File: src/rtl/monitor_pkg.sv
// Shared types and defaults for the CPU bus write monitor.
package monitor_pkg;

    typedef struct packed {
        logic [15:0] addr;
        logic [7:0]  data;
    } trace_entry_t;

    typedef enum logic [1:0] {
        IDLE,
        RUN,
        DONE
    } mon_state_t;

    localparam logic [15:0] DONE_ADDR_DEFAULT  = 16'h00FE;
    localparam logic [7:0]  PASS_CODE_DEFAULT  = 8'h29;
    localparam logic [7:0]  STACK_PAGE_DEFAULT = 8'h01;

    function automatic logic [7:0] sat_inc8(input logic [7:0] value);
        return (value == 8'hFF) ? value : value + 8'd1;
    endfunction

endpackage

File: src/rtl/bus_write_monitor_if.sv
// Bus and trace-drain signals between the CPU/bench side and the write monitor.
interface bus_write_monitor_if #(
    parameter int unsigned DEPTH = 16
) ();

    logic [15:0]             address;
    logic [7:0]              data_out;
    logic                    memwrite;
    logic                    trace_pop;
    logic                    trace_valid;
    logic [15:0]             trace_addr;
    logic [7:0]              trace_data;
    logic [$clog2(DEPTH):0]  trace_count;
    logic                    overflow;
    logic [7:0]              stack_writes;
    logic                    done;
    logic                    pass;
    logic [7:0]              result;

    modport master (
        output address, data_out, memwrite, trace_pop,
        input  trace_valid, trace_addr, trace_data, trace_count,
        input  overflow, stack_writes, done, pass, result
    );

    modport slave (
        input  address, data_out, memwrite, trace_pop,
        output trace_valid, trace_addr, trace_data, trace_count,
        output overflow, stack_writes, done, pass, result
    );

endinterface

File: src/rtl/trace_fifo.sv
// Synchronous FIFO of trace entries; full/empty come from the occupancy count.
module trace_fifo
    import monitor_pkg::*;
#(
    parameter int unsigned DEPTH = 16
) (
    input  logic                   i_clk,
    input  logic                   i_rst,
    input  logic                   i_push,
    input  logic                   i_pop,
    input  trace_entry_t           i_entry,
    output trace_entry_t           o_head,
    output logic [$clog2(DEPTH):0] o_count,
    output logic                   o_empty,
    output logic                   o_drop
);

    localparam int unsigned AW = $clog2(DEPTH);
    localparam int unsigned CW = AW + 1;

    trace_entry_t    r_mem [DEPTH];
    logic [AW-1:0]   r_wr_ptr;
    logic [AW-1:0]   r_rd_ptr;
    logic [CW-1:0]   r_count;
    logic            w_full;
    logic            w_pop_ok;
    logic            w_push_ok;

    assign o_empty   = (r_count == '0);
    assign w_full    = (r_count == CW'(DEPTH));
    // A pop on an empty FIFO is ignored, so it never frees a slot for a push.
    assign w_pop_ok  = i_pop && !o_empty;
    assign w_push_ok = i_push && (!w_full || w_pop_ok);
    assign o_drop    = i_push && w_full && !w_pop_ok;
    assign o_head    = r_mem[r_rd_ptr];
    assign o_count   = r_count;

    always_ff @(posedge i_clk) begin
        if (i_rst) begin
            r_wr_ptr <= '0;
            r_rd_ptr <= '0;
            r_count  <= '0;
        end else begin
            if (w_push_ok) begin
                r_wr_ptr <= r_wr_ptr + 1'b1;
            end
            if (w_pop_ok) begin
                r_rd_ptr <= r_rd_ptr + 1'b1;
            end
            case ({w_push_ok, w_pop_ok})
                2'b10:   r_count <= r_count + 1'b1;
                2'b01:   r_count <= r_count - 1'b1;
                default: r_count <= r_count;
            endcase
        end
    end

    always_ff @(posedge i_clk) begin
        if (!i_rst && w_push_ok) begin
            r_mem[r_wr_ptr] <= i_entry;
        end
    end

endmodule

File: src/rtl/bus_write_monitor.sv
// Passive CPU write monitor: trace FIFO, stack-page write counter and test-end mailbox.
module bus_write_monitor
    import monitor_pkg::*;
#(
    parameter int unsigned DEPTH      = 16,
    parameter logic [15:0] DONE_ADDR  = DONE_ADDR_DEFAULT,
    parameter logic [7:0]  PASS_CODE  = PASS_CODE_DEFAULT,
    parameter logic [7:0]  STACK_PAGE = STACK_PAGE_DEFAULT
) (
    input  logic                ph1,
    input  logic                reset,
    bus_write_monitor_if.slave  bus
);

    mon_state_t             r_state;
    mon_state_t             w_state_next;
    logic                   w_capture;
    logic                   w_mailbox_hit;
    logic                   w_stack_hit;
    trace_entry_t           w_entry;
    trace_entry_t           w_head;
    logic [$clog2(DEPTH):0] w_count;
    logic                   w_empty;
    logic                   w_drop;
    logic                   r_overflow;
    logic [7:0]             r_stack_writes;
    logic                   r_done;
    logic                   r_pass;
    logic [7:0]             r_result;

    always_ff @(posedge ph1) begin
        if (reset) begin
            r_state <= IDLE;
        end else begin
            r_state <= w_state_next;
        end
    end

    // A mailbox write as the very first write ends the run straight from IDLE.
    always_comb begin
        w_state_next = r_state;
        case (r_state)
            IDLE: begin
                if (bus.memwrite) begin
                    w_state_next = (bus.address == DONE_ADDR) ? DONE : RUN;
                end
            end
            RUN: begin
                if (bus.memwrite && (bus.address == DONE_ADDR)) begin
                    w_state_next = DONE;
                end
            end
            DONE:    w_state_next = DONE;
            default: w_state_next = IDLE;
        endcase
    end

    always_comb begin
        w_capture     = 1'b0;
        w_mailbox_hit = 1'b0;
        w_stack_hit   = 1'b0;
        w_entry       = '{addr: bus.address, data: bus.data_out};
        if (bus.memwrite && (r_state != DONE)) begin
            w_capture     = 1'b1;
            w_mailbox_hit = (bus.address == DONE_ADDR);
            w_stack_hit   = (bus.address[15:8] == STACK_PAGE);
        end
    end

    trace_fifo #(
        .DEPTH (DEPTH)
    ) u_trace_fifo (
        .i_clk   (ph1),
        .i_rst   (reset),
        .i_push  (w_capture),
        .i_pop   (bus.trace_pop),
        .i_entry (w_entry),
        .o_head  (w_head),
        .o_count (w_count),
        .o_empty (w_empty),
        .o_drop  (w_drop)
    );

    always_ff @(posedge ph1) begin
        if (reset) begin
            r_overflow     <= 1'b0;
            r_stack_writes <= 8'h00;
            r_done         <= 1'b0;
            r_pass         <= 1'b0;
            r_result       <= 8'h00;
        end else begin
            if (w_drop) begin
                r_overflow <= 1'b1;
            end
            if (w_stack_hit) begin
                r_stack_writes <= sat_inc8(r_stack_writes);
            end
            if (w_mailbox_hit) begin
                r_done   <= 1'b1;
                r_result <= bus.data_out;
                r_pass   <= (bus.data_out == PASS_CODE);
            end
        end
    end

    assign bus.trace_valid  = !w_empty;
    assign bus.trace_addr   = w_empty ? 16'h0000 : w_head.addr;
    assign bus.trace_data   = w_empty ? 8'h00 : w_head.data;
    assign bus.trace_count  = w_count;
    assign bus.overflow     = r_overflow;
    assign bus.stack_writes = r_stack_writes;
    assign bus.done         = r_done;
    assign bus.pass         = r_pass;
    assign bus.result       = r_result;

endmodule
File: src/flat_wrapper.sv
// flat-port wrapper written by rule: the top's interface ports become plain ports
module bus_write_monitor_flat import monitor_pkg::*;
#(
    parameter int unsigned DEPTH      = 16,
    parameter logic [15:0] DONE_ADDR  = DONE_ADDR_DEFAULT,
    parameter logic [7:0]  PASS_CODE  = PASS_CODE_DEFAULT,
    parameter logic [7:0]  STACK_PAGE = STACK_PAGE_DEFAULT
)
  (ph1, reset, bus_address, bus_data_out, bus_memwrite, bus_trace_pop, bus_trace_valid, bus_trace_addr, bus_trace_data, bus_trace_count, bus_overflow, bus_stack_writes, bus_done, bus_pass, bus_result);
  bus_write_monitor_if #(.DEPTH(DEPTH)) bus_i ();
  input  logic ph1;
  input  logic reset;
  input wire logic [$bits(bus_i.address)-1:0] bus_address;
  input wire logic [$bits(bus_i.data_out)-1:0] bus_data_out;
  input wire logic [$bits(bus_i.memwrite)-1:0] bus_memwrite;
  input wire logic [$bits(bus_i.trace_pop)-1:0] bus_trace_pop;
  output wire logic [$bits(bus_i.trace_valid)-1:0] bus_trace_valid;
  output wire logic [$bits(bus_i.trace_addr)-1:0] bus_trace_addr;
  output wire logic [$bits(bus_i.trace_data)-1:0] bus_trace_data;
  output wire logic [$bits(bus_i.trace_count)-1:0] bus_trace_count;
  output wire logic [$bits(bus_i.overflow)-1:0] bus_overflow;
  output wire logic [$bits(bus_i.stack_writes)-1:0] bus_stack_writes;
  output wire logic [$bits(bus_i.done)-1:0] bus_done;
  output wire logic [$bits(bus_i.pass)-1:0] bus_pass;
  output wire logic [$bits(bus_i.result)-1:0] bus_result;
  assign bus_i.address = bus_address;
  assign bus_i.data_out = bus_data_out;
  assign bus_i.memwrite = bus_memwrite;
  assign bus_i.trace_pop = bus_trace_pop;
  assign bus_trace_valid = bus_i.trace_valid;
  assign bus_trace_addr = bus_i.trace_addr;
  assign bus_trace_data = bus_i.trace_data;
  assign bus_trace_count = bus_i.trace_count;
  assign bus_overflow = bus_i.overflow;
  assign bus_stack_writes = bus_i.stack_writes;
  assign bus_done = bus_i.done;
  assign bus_pass = bus_i.pass;
  assign bus_result = bus_i.result;
  bus_write_monitor #(.DEPTH(DEPTH), .DONE_ADDR(DONE_ADDR), .PASS_CODE(PASS_CODE), .STACK_PAGE(STACK_PAGE)) u_core (.ph1(ph1), .reset(reset), .bus(bus_i));
endmodule
File: config.mk
export PLATFORM = sky130hd
export DESIGN_NAME = bus_write_monitor_flat
export DESIGN_NICKNAME = d
export VERILOG_FILES = /design/src/rtl/monitor_pkg.sv /design/src/rtl/bus_write_monitor_if.sv /design/src/rtl/trace_fifo.sv /design/src/rtl/bus_write_monitor.sv /design/src/flat_wrapper.sv
export SDC_FILE = /design/constraint.sdc
export NUM_CORES = 1
export LEC_CHECK = 0
export ABC_AREA = 1
export CORE_MARGIN = 1
export CORE_UTILIZATION = 53
export DETAILED_ROUTE_END_ITERATION = 16
export PLACE_DENSITY = 0.77
export SYNTH_ARGS = -nofsm -noshare
export SYNTH_HDL_FRONTEND = slang
export SYNTH_HIERARCHICAL = 1
export SYNTH_SLANG_ARGS = --single-unit
File: constraint.sdc
create_clock -name ph1 -period 6.6 [get_ports ph1]
set_input_delay 0.99 -clock ph1 [delete_from_list [all_inputs] [get_ports ph1]]
set_output_delay 0.99 -clock ph1 [all_outputs]
set_load 0.01 [all_outputs]
* Word-level counts from Yosys, hierarchy flattened
Memory sizes are Yosys's and may differ from the RTL's. A register that Yosys moved wholly into a read port is not among the register bits.
Cells that the tools add are included.
** Word-level totals
- Flip-flop bits (word level) :: 34
- Bits in writable memories :: 384
- Input bits :: 28
- Memories :: 1
** Memories
- u_core.u_trace_fifo.r_mem :: depth 16, width 24, rd ports 1, clocked after memory_dff 1, wr ports 1, RTL line trace_fifo.sv:21 : trace_entry_t r_mem [DEPTH];
** Operators by class
- Add/subtract/negate cells :: 5
- Eq/ne operators :: 12
- Mux-type cells :: 14
- Bitwise operators :: 1
- Reduce and logical (&&, ||, !) cells :: 17
** Operators with widths (count)
- == test 16 x 8 -> 1 bit (second input constant) :: 1
- two-way mux 16 bit :: 1
- case mux 5 bit (2 select lines) :: 1
- adder 4 x 1 -> 4 bit (second input constant) :: 2
- adder 8 x 1 -> 8 bit (second input constant) :: 1
- == test 8 x 1 -> 1 bit (second input constant) :: 1
- == test 8 x 6 -> 1 bit (second input constant) :: 1
- == test 8 bit (second input constant) :: 1
- two-way mux 4 bit :: 2
- two-way mux 8 bit :: 1
- logical AND 1 bit :: 7
- two-way mux 2 bit :: 3
- case mux 2 bit (3 select lines) :: 1
- adder 5 x 1 -> 5 bit (second input constant) :: 1
- == test 5 bit (second input constant) :: 1
- logical NOT 5 bit :: 1
- two-way mux 1 bit :: 5
- subtractor 5 x 1 -> 5 bit (second input constant) :: 1
- == test 2 x 1 -> 1 bit (second input constant) :: 2
- == test 2 bit (second input constant) :: 2
- logical NOT 1 bit :: 4
- != test 2 bit (second input constant) :: 2
- AND reduction 2 bit :: 2
- logical NOT 2 bit :: 1
- 4 further kinds :: 4

* Longest topological paths before layout
Gate-level depths: netlist of run 1.
- Word-level depth :: 8
- Mapped depth :: 17
- Depth with buffers taken out :: 17

* Modules after synthesis
Netlist of run 1, hierarchy kept.
** Modules (own cells, without submodules)
- trace_fifo :: times used 1, cells each 1148, area an instance 16240.6 µm², sequential area each 11871.4 µm²
- bus_write_monitor :: times used 1, cells each 225, area an instance 1427.6 µm², sequential area each 420.4 µm²

* Least setup slack after synthesis of run 1
OpenSTA, ideal clock, no wires.
- Path kind :: input -> register
- Start point :: in bus_memwrite
- End point :: mem u_core/u_trace_fifo/r_mem[11][0] (netlist bit), enable pin
- Library setup time :: 0.405 ns
- Data arrival time :: 2.657 ns
- Required time :: 6.195 ns
- Setup slack :: 3.538 ns
- Cell stages on the path :: 6
- Buffers on the path :: 0
- Cell sequence :: inv_1 nor2_4 nand2_1 inv_1 nand2_1 nor2_1
** Between the ends
- Cells in the longest elaborated chain, start to end :: 6
** Ends and longest elaborated chain
- start: declaration :: RTL line flat_wrapper.sv:15 : input wire logic [$bits(bus_i.memwrite)-1:0] bus_memwrite;
- logical AND 1 bit :: RTL line bus_write_monitor.sv:63 : if (bus.memwrite && (r_state != DONE)) begin
- two-way mux 1 bit :: RTL line bus_write_monitor.sv:63
- named net u_core.w_capture :: RTL line bus_write_monitor.sv:17 : logic w_capture;
- logical AND 1 bit :: RTL line trace_fifo.sv:33 : assign w_push_ok = i_push && (!w_full || w_pop_ok);
- logical AND 1 bit :: RTL line trace_fifo.sv:59 : if (!i_rst && w_push_ok) begin
- two-way mux 1 bit :: RTL line trace_fifo.sv:59
- two-way mux 1 bit (implied by the code) :: RTL line trace_fifo.sv:60 : r_mem[r_wr_ptr] <= i_entry;
- end: declaration :: RTL line trace_fifo.sv:21
The timed path passes the listed nets, and every way through them passes these cells.

==> impl_metrics.yaml, run 1 <==
place:
  routabilityCongestion: 0.772
  place_inst: 1833
  place.port_buffers: 76
  hpwl_um: 20800
floorplanning:
  ios: 77
  die_area_mm2: 0.0341
  start_util_pct: 54.0
  num_rows: 66
  coreArea_mm2: 0.0327
  die_y_um: 185
  die_w_um: 185
clocking:
  cts_max_level: 2
  cts_tree: "built"
  path_clk_slew_ns: 0.06
  clk-insertion-delay-late_ns: 0.54
  cts_setup_buffers: 0
  cts.path.max_buffers: 3
  cts_hold_buf: 0
  cts_root_buf: "clkbuf_16"
  clkSinkCount: 422
  cts_resized: 0
  cts_buffers: 42
logic_synthesis:
  yosysSeqAreaShare_pct: 69.6
  syn_area_per_cell_um2: 12.9
  yosys_warnings: 6
  syn_inst: 1373
  yosysUniqueCellTypes: 34
  synth_top_flop_cell: "edfxtp_1"
  async_reset_ff_share_pct: 0
  synth_fp_nets: 1413
  ys_seq_elements: 422
  synth_area_mm2: 0.0177
  synth_top_area_share_pct: 65.3
  ys_top_cells_by_area: "edfxtp_1 65%, mux2i_1 5.4%, dfxtp_1 4.3%"
  yosysTopAreaCell: "edfxtp_1"
  synth_edf_count: 384
sta:
  worstMarginPinSlew_ns: 1.12
  grt_setup_unrepaired: "no"
  worst_clock_skew_ns: 0.0166
  fmax_ghz: 0.220
  finalHoldViolCount: 0
  finalSetupTns_ns: 0
  min_period_ns: 4.54
  slew_headroom_pct: 25.0
  setup_viol: 0
  period_share_pct: 68.8
  slew_viol_final: 0
critical_path:
  critPathKind: "reg -> out"
  path_buf_inv: 3
  crit_family: "buffers and inverters"
  end_kind: "primary output"
  ff2ff_path_depth: 7
  cp_cell_sequence: "buf_4 > mux2i_1 > o211ai_1 > o211ai_1 > nand2_1 > inv_1 > nor2_1 > clkdlybuf4s50_1"
  slowest_delay_ns: 1.00
  reg2reg_from: "u_core/r_state[0]"
  required_ns: 5.61
  cp-start-kind: "flip-flop"
  cp.arrival_ns: 3.55
  slowest_stage: "dfxtp_4"
  crit_top_cell: "o211ai_1"
  r2r_end: "u_core/u_trace_fifo/r_mem[4][21]"
  crit_fanout: 84
  ff2ff_setup_slack_ns: 3.67
cells_and_area:
  syn_to_final_growth_pct: 13.7
  nNetsFinal: 1475
  final_core_util_pct: 61.4
  fillers: 2470
  diodes: 0
  layout-drive-gt1-share_pct: 8.12
  final_common_cell: "edfxtp_1"
  instances_no_fill: 1908
  layout_common_cells: "384 x edfxtp_1, 170 x inv_1, 125 x a21oi_1, 98 x o21ai_0, 97 x o211ai_1"
drt:
  routed_wl_um: 38800
  first_pass_iters: 5
  drcViolationCount: 0
  dr_total_vias: 10902
  wl_per_cell_um: 20.3
  ant_nets: 0
  vias_per_cell: 5.71
  drt_iter0_markers: 997
min_path:
  hold_path.class: "reg -> reg"
  holdPathStages: 2
  hold-path-endpoint: "u_core/bus.result[2]"
  hold_start: "u_core/bus.result[2]"
flow_run:
  drv_cap: 0
global_route:
  grt_use_total_pct: 23.4
  overflow: 0
  grt_max_degree: 92
  grt_pass1_vias: 10611
  grt_antenna_before_repair: 0
  grt_pass1_wl_um: 59500
power:
  vdd_drop_max_v: 0.000214
  p_leak_nw: 6.92
  p_per_area_mw_per_mm2: 361
status:
  outcome: "finished clean"
-- stage by stage --
step / total power [mW] / hold WS, ns / instance area [µm²] / setup slack (ns)
after floorplan: 4.45 / 0.436 / 17700 / 3.54
after detailed placement: 5.08 / 0.438 / 18800 / 2.57
final: 7.25 / 0.453 / 20100 / 2.06
after global placement: 5.03 / 0.434 / 18800 / 2.71
after CTS: 7.28 / 0.454 / 20100 / 2.05
after global routing: 7.60 / 0.476 / 20100 / 1.81
-- flip-flops by register name, indices dropped and copies added, names as in the netlist, named ones only --
signal                        cells
u_core/u_trace_fifo/r_wr_ptr      4
u_core/bus.done                   1
u_core/u_trace_fifo/o_count       5
u_core/u_trace_fifo/r_rd_ptr      4
u_core/u_trace_fifo/r_mem       384
u_core/bus.overflow               1
u_core/bus.stack_writes           8
u_core/bus.result                 8
u_core/bus.pass                   1
u_core/r_state                    2
-- worst register-to-register path, cell delays in order, from the launching register on --
cell     delay [ns]
dfxtp_1        0.40
inv_1          0.09
ha_1           0.24
nor2_4         0.24
nand2_1        0.20
inv_1          0.16
nand2_1        0.27
nor2_4         0.93
-- cells in the mapped netlist (4+ instances only) --
master    count
mux2i_1      96
nand4_1      10
nor2_4        6
nand3_1      50
clkbuf_1     38
buf_6        15
ha_1         12
nor2_1       66
nor2_2        6
buf_2         7
o21ai_0      98
dfxtp_1      38
a21oi_1     125
o211ai_1     97
xnor2_1       4
o21ai_1      29
nand2_2       8
buf_1         7
inv_1       170
nand2_1      82
edfxtp_1    384
-- report_power, final --
group | total, mW | switching (mW) | internal [mW]
Sequential | 3.14 | 0.140 | 3.00
Combinational | 1.90 | 1.11 | 0.787
Clock | 2.21 | 0.935 | 1.28
-- cells by family after synthesis --
kind of cell / Yosys count / share of synthesized area, %
flip-flops: 422 / 69.6
AO/OA/AOI/OAI: 352 / 11.4
buffers and inverters: 249 / 6.20
AND/OR/NAND/NOR: 235 / 6.17
multiplexers: 96 / 5.44
adder cells (fa/ha/maj): 12 / 0.850
XOR/XNOR: 7 / 0.347
-- how the worst max path moves through the flow --
| stage | startpoint | endpoint | slack [ns] | depth (start not counted) |
|---|---|---|---|---|
| floorplan | bus_memwrite | u_core/u_trace_fifo/r_mem[11][0] | 3.54 | 6 |
| finish | flip-flop | bus_trace_data[1] | 2.06 | 8 |
| detailed placement | reset | u_core/u_trace_fifo/r_mem[4][3] | 2.57 | 4 |
| global placement | reset | u_core/u_trace_fifo/r_mem[5][3] | 2.71 | 4 |
| global route | flip-flop | bus_trace_data[1] | 1.81 | 8 |
| CTS | flip-flop | bus_trace_data[1] | 2.05 | 8 |
-- cell type report --
| cell class | instances | area (µm²) | share of cell area, % |
|---|---|---|---|
| Tap cell | 442 | 553 | 2.75 |
| Clock buffer | 58 | 1170 | 5.85 |
| Inverter | 175 | 657 | 3.27 |
| Multi-Input combinational cell | 702 | 4400 | 21.9 |
| Sequential cell | 422 | 12300 | 61.3 |
| Clock inverter | 17 | 101 | 0.505 |
| Timing Repair Buffer | 92 | 893 | 4.45 |
-- routing by layer --
layer / vias up / global-route usage [%] / routed length [µm] / part of all wire (%)
met2: 469 / 38.4 / 18300 / 47
li1: 5068 / - / - / -
met1: 5285 / 31.7 / 16300 / 42
met3: 80 / 3.99 / 3080 / 7.9
met5: - / 0 / 0 / 0
met4: 0 / 7.80 / 1070 / 2.8
No activity file was read; power rests on OpenSTA's default activity.
==> inputs of run 2 (changes only) <==
clock period = 4.62 ns   (was 6.6 ns; I/O delays follow)
==> run 2 against run 1 <==
Net effect: sequential share of layout area shrank 0.33 points; die area is the same; wire length is 12% higher; worst hold slack worse by 0.0021 ns; clock skew rose by 0.0050 ns; utilization increased by 0.34 points; combinational power rose by 59%; clock-buffer cell count decreased by 1; critical path type unchanged; power increased by 47%; via count is 4.4% higher; clock power up 46%.
==> impl_metrics.yaml, run 2 (synthesis gave the netlist of run 1 again) <==
power:
  vdd_drop_max_v: 0.000434
  p_total_mw: 10.7
  p_per_area_mw_per_mm2: 529
  p_leak_nw: 6.97
cells_and_area:
  regMostFlops: "u_core/u_trace_fifo/r_mem"
  syn_to_final_growth_pct: 14.3
  layout-drive-gt1-share_pct: 8.88
  layout_common_cells: "384 x edfxtp_1, 170 x inv_1, 125 x a21oi_1, 98 x o21ai_0, 97 x o211ai_1"
  final_common_cell: "edfxtp_1"
  nNetsFinal: 1485
  largest_register_ffs: 384
  instances_no_fill: 1919
  fin_area_mm2: 0.0202
global_route:
  grt_antenna_before_repair: 0
  overflow: 0
  grt_pass1_vias: 10545
  grt_max_degree: 84
  grt_use_total_pct: 25.8
  grt_pass1_wl_um: 64200
critical_path:
  crit_fanout: 51
  cp-start-kind: "flip-flop"
  slowest_stage: "dfxtp_4"
  required_ns: 3.93
  crit_family: "buffers and inverters"
  cp.arrival_ns: 3.45
  cp_cell_sequence: "inv_2 > buf_4 > o211ai_1 > nand3_1 > nand2_1 > inv_1 > nor2_1 > clkdlybuf4s50_1"
  end_kind: "primary output"
  path_buf_inv: 4
  critPathKind: "reg -> out"
  ff2ff_setup_slack_ns: 1.79
  reg2reg_from: "u_core/r_state[0]"
  ff2ff_path_depth: 7
  slowest_delay_ns: 0.76
  r2r_end: "u_core/u_trace_fifo/r_mem[10][3]"
clocking:
  cts_setup_buffers: 0
  cts_max_level: 2
  path_clk_slew_ns: 0.06
  cts_resized: 0
  cts_tree: "built"
  cts_hold_buf: 0
  cts_buffers: 41
  clkSinkCount: 422
  cts_root_buf: "clkbuf_16"
  clk-insertion-delay-late_ns: 0.54
  cts.path.max_buffers: 3
drt:
  ant_nets: 0
  first_pass_iters: 5
  drcViolationCount: 0
  dr_total_vias: 11387
  wl_per_cell_um: 22.7
  routed_wl_um: 43600
  vias_per_cell: 5.93
  drt_iter0_markers: 1519
place:
  place_inst: 1844
  routabilityCongestion: 0.872
  pre_cts_slack_ns: 1.16
  place.port_buffers: 76
  hpwl_um: 26200
  placed_cell_area_mm2: 0.0189
sta:
  min_period_ns: 4.14
  grt_setup_unrepaired: "no"
  setup_viol: 0
  slew_headroom_pct: 29.1
  worst_clock_skew_ns: 0.0216
  slew_viol_final: 0
  finalSetupTns_ns: 0
  fmax_ghz: 0.241
  finalHoldViolCount: 0
  worstMarginPinSlew_ns: 1.06
  period_share_pct: 89.6
  fin_ws_ns: 0.479
floorplanning:
  start_util_pct: 54.0
  coreArea_mm2: 0.0327
  num_rows: 66
  die_y_um: 185
  die_w_um: 185
  die_area_mm2: 0.0341
  ios: 77
min_path:
  hold_path.class: "reg -> reg"
  hold-path-endpoint: "u_core/bus.result[7]"
  hold_start: "u_core/bus.result[7]"
  holdPathStages: 2
status:
  outcome: "finished clean"
flow_run:
  drv_cap: 0
run 2: changes by cell type in the layout (fill, tap and decap cells not counted), sizes merged:
cell      previous run  this run
diode                0         1
clkinv              16        11
buf                 16        27
clkinvlp             0         3
bufinv               1         3
clkbuf              58        57
run 2: how the worst max path moves through the flow:
stage	from	end	slack, ns	cells past startpoint
after floorplan	bus_memwrite	u_core/u_trace_fifo/r_mem[11][0]	1.86	6
after detailed placement	flip-flop	bus_trace_addr[5]	1.16	8
final	flip-flop	bus_trace_addr[2]	0.48	8
after global routing	flip-flop	bus_trace_addr[5]	0.40	8
after CTS	flip-flop	bus_trace_addr[5]	0.59	8
after global placement	flip-flop	bus_trace_data[7]	1.19	9
run 2: report_power, final:
part	internal [mW]	switching (mW)
Combinational	1.14	1.88
Sequential	4.28	0.155
Clock	1.87	1.35
Total	7.30	3.39
run 2: final cells by class:
class	instances	area (µm²)
multi-input combinational	702	4400
antenna	1	2.50
inverter	175	657
fill	2465	12500
clock inverter	17	160
timing repair buffer	103	988
tap	442	553
sequential	422	12300
clock buffer	57	1130
run 2: per-stage QoR:
| stage | hold slack, ns | utilization, % |
|---|---|---|
| floorplan | 0.436 | - |
| global placement | 0.431 | 57.8 |
| detailed placement | 0.437 | 57.8 |
| CTS | 0.457 | 61.7 |
| global route | 0.468 | 61.7 |
| finish | 0.451 | 61.7 |
run 2: worst reg2reg max path, delay by kind of cell (launching register included):
family / cells / cell delay [ns]
flip-flops: 1 / 0.38
adder cells (fa/ha/maj): 1 / 0.23
AND/OR/NAND/NOR: 4 / 1.58
buffers and inverters: 2 / 0.26
run 2: routing by layer:
metal	vias up	track usage, %	wire length (µm)
met4	0	8.47	1430
li1	5096	-	-
met5	-	0	0
met1	5557	37.8	18000
met2	643	38.9	19600
met3	91	5.16	4600
==> inputs of run 3 (changes only) <==
CORE_UTILIZATION = 55   (was 53)
CTS_CLUSTER_DIAMETER = 120   (was unset)
HOLD_SLACK_MARGIN = 0.15   (was unset)
PLACE_DENSITY = 0.79   (was 0.77)
==> run 3 against run 2 <==
Net effect: clock power fell by 4%; design area down 0.54%; utilization up 1.9 points; cell count fell by 2.2%; wire length fell by 8.8%; maximum frequency up 9.1%; via count is 2.5% lower; sequential power is essentially flat; clock-buffer cell count fell by 10; sequential share of layout area increased by 0.33 points; worst setup slack improved by 0.35 ns; critical endpoint is now bus_trace_data[0]; largest cell class unchanged; highest routed layer unchanged.
==> impl_metrics.yaml, run 3 (synthesis gave the netlist of run 1 again) <==
cells_and_area:
  layout_common_cells: "384 x edfxtp_1, 170 x inv_1, 125 x a21oi_1, 98 x o21ai_0, 97 x o211ai_1"
  syn_to_final_growth_pct: 13.7
  fillers: 2262
  largest_register_ffs: 384
  final_common_cell: "edfxtp_1"
  multi_input_area_mm2: 0.00438
  final_core_util_pct: 63.6
  nNetsFinal: 1486
  regMostFlops: "u_core/u_trace_fifo/r_mem"
  fin_area_mm2: 0.0201
  layout-drive-gt1-share_pct: 9.10
  ff_latch_area_mm2: 0.0123
global_route:
  overflow: 0
  grt_pass1_vias: 10871
  grt_use_total_pct: 24.2
  grt_max_degree: 89
  grt_antenna_before_repair: 2
  grt_pass1_wl_um: 60300
sta:
  grt_setup_unrepaired: "no"
  min_period_ns: 3.80
  hold_ws_ns: 0.448
  fmax_ghz: 0.263
  finalHoldViolCount: 0
  setup_viol: 0
  slew_headroom_pct: 25.5
  worstMarginPinSlew_ns: 1.12
  worst_clock_skew_ns: 0.0142
  period_share_pct: 82.2
  finalSetupTns_ns: 0
  slew_viol_final: 0
place:
  place.port_buffers: 76
  hpwl_um: 22300
  placed_cell_area_mm2: 0.0189
  routabilityCongestion: 0.826
critical_path:
  cp-start-kind: "flip-flop"
  required_ns: 3.93
  cp.arrival_ns: 3.10
  slowest_stage: "dfxtp_4"
  slowest_delay_ns: 0.78
  ff2ff_path_depth: 7
  path_buf_inv: 3
  crit_fanout: 88
  end_kind: "primary output"
  cp.depth: 8
  cp_cell_sequence: "buf_12 > mux2i_1 > o211ai_1 > nand3_1 > nand2_1 > inv_1 > nor2_1 > clkdlybuf4s50_1"
  critPathKind: "reg -> out"
  crit_family: "buffers and inverters"
min_path:
  holdPathStages: 2
  hold_path.class: "reg -> reg"
clocking:
  cts_resized: 0
  path_clk_slew_ns: 0.06
  cts_tree: "built"
  cts_root_buf: "clkbuf_16"
  cts_buffers: 41
  cts.path.max_buffers: 3
  clkSinkCount: 422
  clk-insertion-delay-late_ns: 0.53
  cts_max_level: 2
  cts_hold_buf: 0
  cts_setup_buffers: 0
power:
  p_seq_share_pct: 42.8
  power_frac_comb_pct: 27.4
  clkPwrFrac_pct: 29.7
  p_per_area_mw_per_mm2: 516
  switching_power_mw: 3.20
  vdd_drop_max_v: 0.000327
  switching_share_pct: 30.9
  p_leak_nw: 6.96
  p_int_mw: 7.16
drt:
  drt_iter0_markers: 1144
  ant_nets: 0
  wl_per_cell_um: 21.2
  routed_wl_um: 39800
  drcViolationCount: 0
  first_pass_iters: 4
  vias_per_cell: 5.92
  dr_total_vias: 11102
floorplanning:
  start_util_pct: 56.0
  die_y_um: 181
  coreArea_mm2: 0.0316
  num_rows: 65
  die_area_mm2: 0.0328
  die_w_um: 181
  ios: 77
flow_run:
  drv_cap: 0
status:
  outcome: "finished clean"
-- run 3: cell types whose count changed in the layout (fill, tap and decap cells not counted), sizes merged --
cell / previous run / this run
bufinv: 3 / 2
buf: 27 / 28
clkbuf: 57 / 47
inv: 175 / 174
clkinv: 11 / 19
-- run 3: layout make-up --
type,count,area share (%)
sequential,422,61.2
multi-input combinational,702,21.8
clock buffer,47,5.22
timing repair buffer,104,5.15
inverter,175,3.27
tap,402,2.50
clock inverter,23,0.804
antenna,1,0.0125
-- run 3: per-stage QoR --
stage	worst slack [ns]	total power [mW]	cells
floorplan	1.86	6.36	1373
global placement	1.37	7.26	1805
detailed placement	1.26	7.35	1805
CTS	0.803	10.4	1875
global route	0.623	10.8	1876
finish	0.824	10.4	1876
-- run 3: power groups by stage --
stage	Combinational [mW]	Sequential, mW	Clock, mW
after floorplan	1.95	4.41	0
after global placement	2.75	4.51	0
after detailed placement	2.83	4.52	0
after CTS	2.85	4.43	3.12
after global routing	3.12	4.45	3.27
final	2.84	4.44	3.08
-- run 3: path summary, 6_finish.rpt --
path,startpoint,to,slack (ns)
max,flip-flop,bus_trace_data[0],0.82
max reg2reg,u_core/r_state[0],u_core/u_trace_fifo/r_mem[3][4],1.79
min reg2reg,u_core/bus.result[1],u_core/bus.result[1],0.45
min,u_core/bus.result[1],u_core/bus.result[1],0.45
-- run 3: worst reg2reg max path: stages (launching register included) --
cell and delay, ns:
dfxtp_1 0.39, inv_1 0.09, ha_1 0.24, nor2_4 0.23
nand2_1 0.18, inv_1 0.16, nand2_1 0.26, nor2_4 0.89
-- run 3: routing by layer --
layer / routed length [µm] / global-route usage (%) / up-vias
met1: 16200 / 31.3 / 5448
li1: - / - / 5086
met3: 2800 / 3.29 / 89
met4: 1200 / 9.29 / 0
met5: 0 / 0 / -
met2: 19600 / 41.7 / 479
